### config.mk
export PLATFORM = sky130hd
export DESIGN_NAME = ws2812b_bit_encoder
export DESIGN_NICKNAME = d
export VERILOG_FILES = /design/src/rtl/ws2812b_bit_encoder.sv
export SDC_FILE = /design/constraint.sdc
export NUM_CORES = 1
export LEC_CHECK = 0
export BUFFER_PORTS_ARGS = -buffer_cell sky130_fd_sc_hd__buf_2
export CAP_MARGIN = 20
export CORE_MARGIN = 2
export CORE_UTILIZATION = 30
export DETAILED_ROUTE_END_ITERATION = 10
export SYNTH_ARGS = -nofsm -noshare
export SYNTH_HDL_FRONTEND = slang
export SYNTH_SLANG_ARGS = --single-unit
### constraint.sdc
create_clock -name clk -period 1.93 [get_ports clk]
set_input_delay 0.2895 -clock clk [delete_from_list [all_inputs] [get_ports clk]]
set_output_delay 0.2895 -clock clk [all_outputs]
set_load 0.02 [all_outputs]
### src/rtl/ws2812b_bit_encoder.sv
// WS2812B single-wire serialiser: one 24-bit GRB pixel per handshake,
// optional strip latch (long low) after the last bit.
module ws2812b_bit_encoder #(
  parameter int BIT_CYCLES   = 80,
  parameter int T0H_CYCLES   = 26,
  parameter int T1H_CYCLES   = 51,
  parameter int RESET_CYCLES = 18000,
  parameter int CNT_W        = 15
) (
  input  logic        clk,
  input  logic        rst_n,
  input  logic [23:0] data_in,
  input  logic        valid,
  input  logic        latch,
  output logic        ready,
  output logic        led
);

  typedef enum logic [1:0] {
    IDLE  = 2'd0,
    SEND  = 2'd1,
    LATCH = 2'd2
  } state_e;

  localparam logic [CNT_W-1:0] BIT_LAST = CNT_W'(BIT_CYCLES - 1);
  localparam logic [CNT_W-1:0] RST_LAST = CNT_W'(RESET_CYCLES - 1);
  localparam logic [CNT_W-1:0] T0H      = CNT_W'(T0H_CYCLES);
  localparam logic [CNT_W-1:0] T1H      = CNT_W'(T1H_CYCLES);

  state_e           state_q, state_d;
  logic [CNT_W-1:0] cyc_q, cyc_d;
  logic [4:0]       bit_idx_q, bit_idx_d;
  logic [23:0]      shift_q, shift_d;
  logic             latch_q, latch_d;
  logic             led_q, led_d;
  logic             ready_q, ready_d;

  logic [CNT_W-1:0] cyc_inc;
  logic [CNT_W-1:0] th;

  assign cyc_inc = cyc_q + 1'b1;
  assign th      = shift_q[23] ? T1H : T0H;

  always_comb begin
    state_d   = state_q;
    cyc_d     = cyc_q;
    bit_idx_d = bit_idx_q;
    shift_d   = shift_q;
    latch_d   = latch_q;
    led_d     = 1'b0;
    unique case (state_q)
      IDLE: begin
        if (valid) begin
          shift_d   = data_in;
          latch_d   = latch;
          bit_idx_d = 5'd23;
          cyc_d     = '0;
          state_d   = SEND;
          led_d     = 1'b1;
        end
      end
      SEND: begin
        if (cyc_q == BIT_LAST) begin
          cyc_d = '0;
          if (bit_idx_q != 5'd0) begin
            shift_d   = {shift_q[22:0], 1'b0};
            bit_idx_d = bit_idx_q - 5'd1;
            led_d     = 1'b1;
          end else begin
            state_d = latch_q ? LATCH : IDLE;
          end
        end else begin
          cyc_d = cyc_inc;
          led_d = (cyc_inc < th);
        end
      end
      LATCH: begin
        if (cyc_q == RST_LAST) begin
          cyc_d   = '0;
          state_d = IDLE;
        end else begin
          cyc_d = cyc_inc;
        end
      end
      default: begin
        state_d = IDLE;
        cyc_d   = '0;
      end
    endcase
    ready_d = (state_d == IDLE);
  end

  always_ff @(posedge clk) begin
    if (!rst_n) begin
      state_q   <= IDLE;
      cyc_q     <= '0;
      bit_idx_q <= '0;
      shift_q   <= '0;
      latch_q   <= 1'b0;
      led_q     <= 1'b0;
      ready_q   <= 1'b1;
    end else begin
      state_q   <= state_d;
      cyc_q     <= cyc_d;
      bit_idx_q <= bit_idx_d;
      shift_q   <= shift_d;
      latch_q   <= latch_d;
      led_q     <= led_d;
      ready_q   <= ready_d;
    end
  end

  assign ready = ready_q;
  assign led   = led_q;

endmodule

==> impl_metrics.csv <==
group,metric,value,unit
cells_and_area,nets,425,
critical_path,cp-startpoint,"cyc_q[2]",
die,io_pins,30,
cts,clk_latency,0.32,ns
synthesis,ys_async_sr_fraction,0,%
critical_path,worstPathMaxFanout,3,
synthesis,synth_flop_cell,"dfxtp_1",
routing,wl_per_cell,14.6,µm
sta,rsz0062_at_grt,"yes",
global_route,antenna_found_initial,0,
placement,gp_congestion,0.873,
global_route,grt_max_degree,31,
routing,vias_per_cell,5.35,
cells_and_area,diodes,0,
routing,drtAntennaViolNets,0,
sta,finalSetupViolCount,7,
outcome,status,"complete, but fails checks",
global_route,grt_pass1_vias,2483,
sta,max_slew_margin,64.2,%
sta,post-route-min-period,2.07,ns
synthesis,synth_nets,358,
sta,fmax,484,MHz
synthesis,yosysSeqAreaShare,35.8,%
cts,cts_sinks,49,
die,fp-row-count,34,
cts,clkSlewWorstSetupHoldPaths,0.10,ns
critical_path,critPathCapture,"cyc_q[13]",
power,ir_worst_vdd,352,µV
critical_path,r2r-start,"cyc_q[2]",
worst_hold_path,hold_class,"input port to flop",
placement,dp_hpwl,5150,µm
sta,maxSlewViolCount,0,
critical_path,critical_path_class,"flop to flop",
critical_path,crit_path_start_kind,"flop",
cells_and_area,final_cell_mix,"buf_4, dfxtp_1, nand2_1",
synthesis,synth_area,0.00274,mm²
cells_and_area,syn_to_final_growth,30.7,%
sta,finalClockSkew,0.0169,ns
power,finalPower,2.39,mW
die,die_h,99.6,µm
global_route,track_usage,14.6,%
critical_path,rr_endpoint,"cyc_q[13]",
synthesis,syn-instance-count,322,
critical_path,rr_worst_depth,6,
synthesis,synth.distinct_cells,53,
die,core-area,0.00881,mm²
sta,setup_ws,-0.137,ns
sta,finalCritPeriodShare,107,%
cells_and_area,finish.utilization,40.7,%
worst_hold_path,worstHoldPathCells,3,
critical_path,r2r_setup_slack,-0.14,ns
cts,tritoncts,"done",
routing,vias,2666,
placement,place_area,0.00336,mm²
placement,portBuffers,29,
global_route,overflow,0,
outcome,violations,"negative setup slack",
synthesis,synth_edf_count,0,
die,die_w,99.6,µm
routing,drc,0,
cts,htreeDepth,2,
run,maxCapViolCount,0,
cells_and_area,mostFrequentLayoutCell,"buf_4",
routing,first_iter_violations,119,
die,die_area,0.00992,mm²
cts,clockBufferDepth,2,
routing,first_pass_iters,6,
sta,worst_pin_slew,0.537,ns
die,start_util,31.1,%
routing,routed_wl,7280,µm
cells_and_area,drive_gt1_share,36.4,%
cts,cts_made_buffers,5,
power,p_leak,1.46,nW
sta,hold_viol_final,0,
critical_path,required,2.17,ns
global_route,grt_first_pass_wirelength,11800,µm
critical_path,cp-end-kind,"flop",
critical_path,crit_arrival,2.30,ns
synthesis,yosysWarnings,0,
synthesis,synth_area_per_cell,8.52,µm²
power,power_density,666,mW/mm²
synthesis,ys_ff_latch,49,
cells_and_area,final_area,0.00358,mm²
placement,pre_cts_slack,-0.122,ns
cts,hold_buffers,0,
cts,cts_root_buf,"clkbuf_8",
-- timing repair --
action / CTS / global route
buffers inserted: 1 / 2
gates cloned: 0 / 1
endpoints found under the setup margin: 37 / 42
pin swaps: 1 / 6
gates resized for setup: 9 / 23
-- critical path, stage by stage (launching register included) --
cell	delay [ns]
dfxtp_2	0.37
nand3_4	0.09
buf_6	0.12
or4b_4	0.51
or2_1	0.25
or4b_1	0.48
a31oi_1	0.17
-- synthesized netlist by cell type (3+ instances only) --
cell | count | area [µm²]
nand2_1 | 42 | 158
a21oi_1 | 15 | 75.1
mux2i_1 | 26 | 260
dfxtp_1 | 49 | 981
ha_1 | 8 | 100
nor2_1 | 12 | 45.0
a31oi_1 | 5 | 31.3
buf_2 | 3 | 15.0
or3_1 | 8 | 50.1
xnor2_1 | 3 | 26.3
a211oi_1 | 4 | 30.0
nand4_1 | 6 | 37.5
o21ai_0 | 20 | 100
buf_1 | 4 | 15.0
nor3_1 | 6 | 30.0
clkbuf_1 | 12 | 45.0
inv_1 | 17 | 63.8
nand3_1 | 17 | 85.1
o221a_2 | 23 | 259
-- power by group --
part	internal, mW	switching [mW]	leakage [nW]
Clock	0.270	0.401	0.0495
Sequential	1.10	0.0546	0.407
Combinational	0.272	0.288	1.00
-- layout make-up --
class	count	area (µm²)
Fill cell	870	5220
Multi-Input combinational cell	237	1720
Sequential cell	49	997
Timing Repair Buffer	79	569
Tap cell	108	135
Clock buffer	5	68.8
Inverter	17	63.8
Clock inverter	3	26.3
-- sequential cells by signal (all words and copies together), names as in the netlist --
name	count
latch_q	1
shift_q	24
led	1
cyc_q	15
state_q	2
ready	1
bit_idx_q	5
-- stage by stage --
step / hold slack [ns] / TNS [ns] / instances
floorplan: 0.437 / -0.0941 / 322
global placement: 0.470 / -0.345 / 486
detailed placement: 0.481 / -0.517 / 486
CTS: 0.218 / -0.448 / 495
global route: 0.258 / -1.43 / 498
finish: 0.229 / -0.344 / 498
-- kinds of logic after synthesis --
kind of cell    after synthesis  synth area share [%]
flops                        49                  35.8
xor+xnor                      4                  1.28
simple gates                115                  21.5
fa+ha+maj                     8                  3.65
buf+inv                      37                  5.25
mux                          26                  9.49
compound gates               83                  23.1
-- routing by layer --
layer	GRT usage [%]	routed length (µm)
met1	18.9	3370
met2	25.2	3510
met3	2.18	301
met4	4.11	98
met5	0	0
-- how the worst min path moves through the flow --
stage,slack (ns),from,end
after global routing,0.26,latch,latch_q
after floorplan,0.44,latch,latch_q
after CTS,0.22,latch,latch_q
final,0.23,latch,latch_q
after global placement,0.47,cyc_q[1],cyc_q[1]
after detailed placement,0.48,bit_idx_q[1],bit_idx_q[1]
No activity file was read; power rests on OpenSTA's default activity.
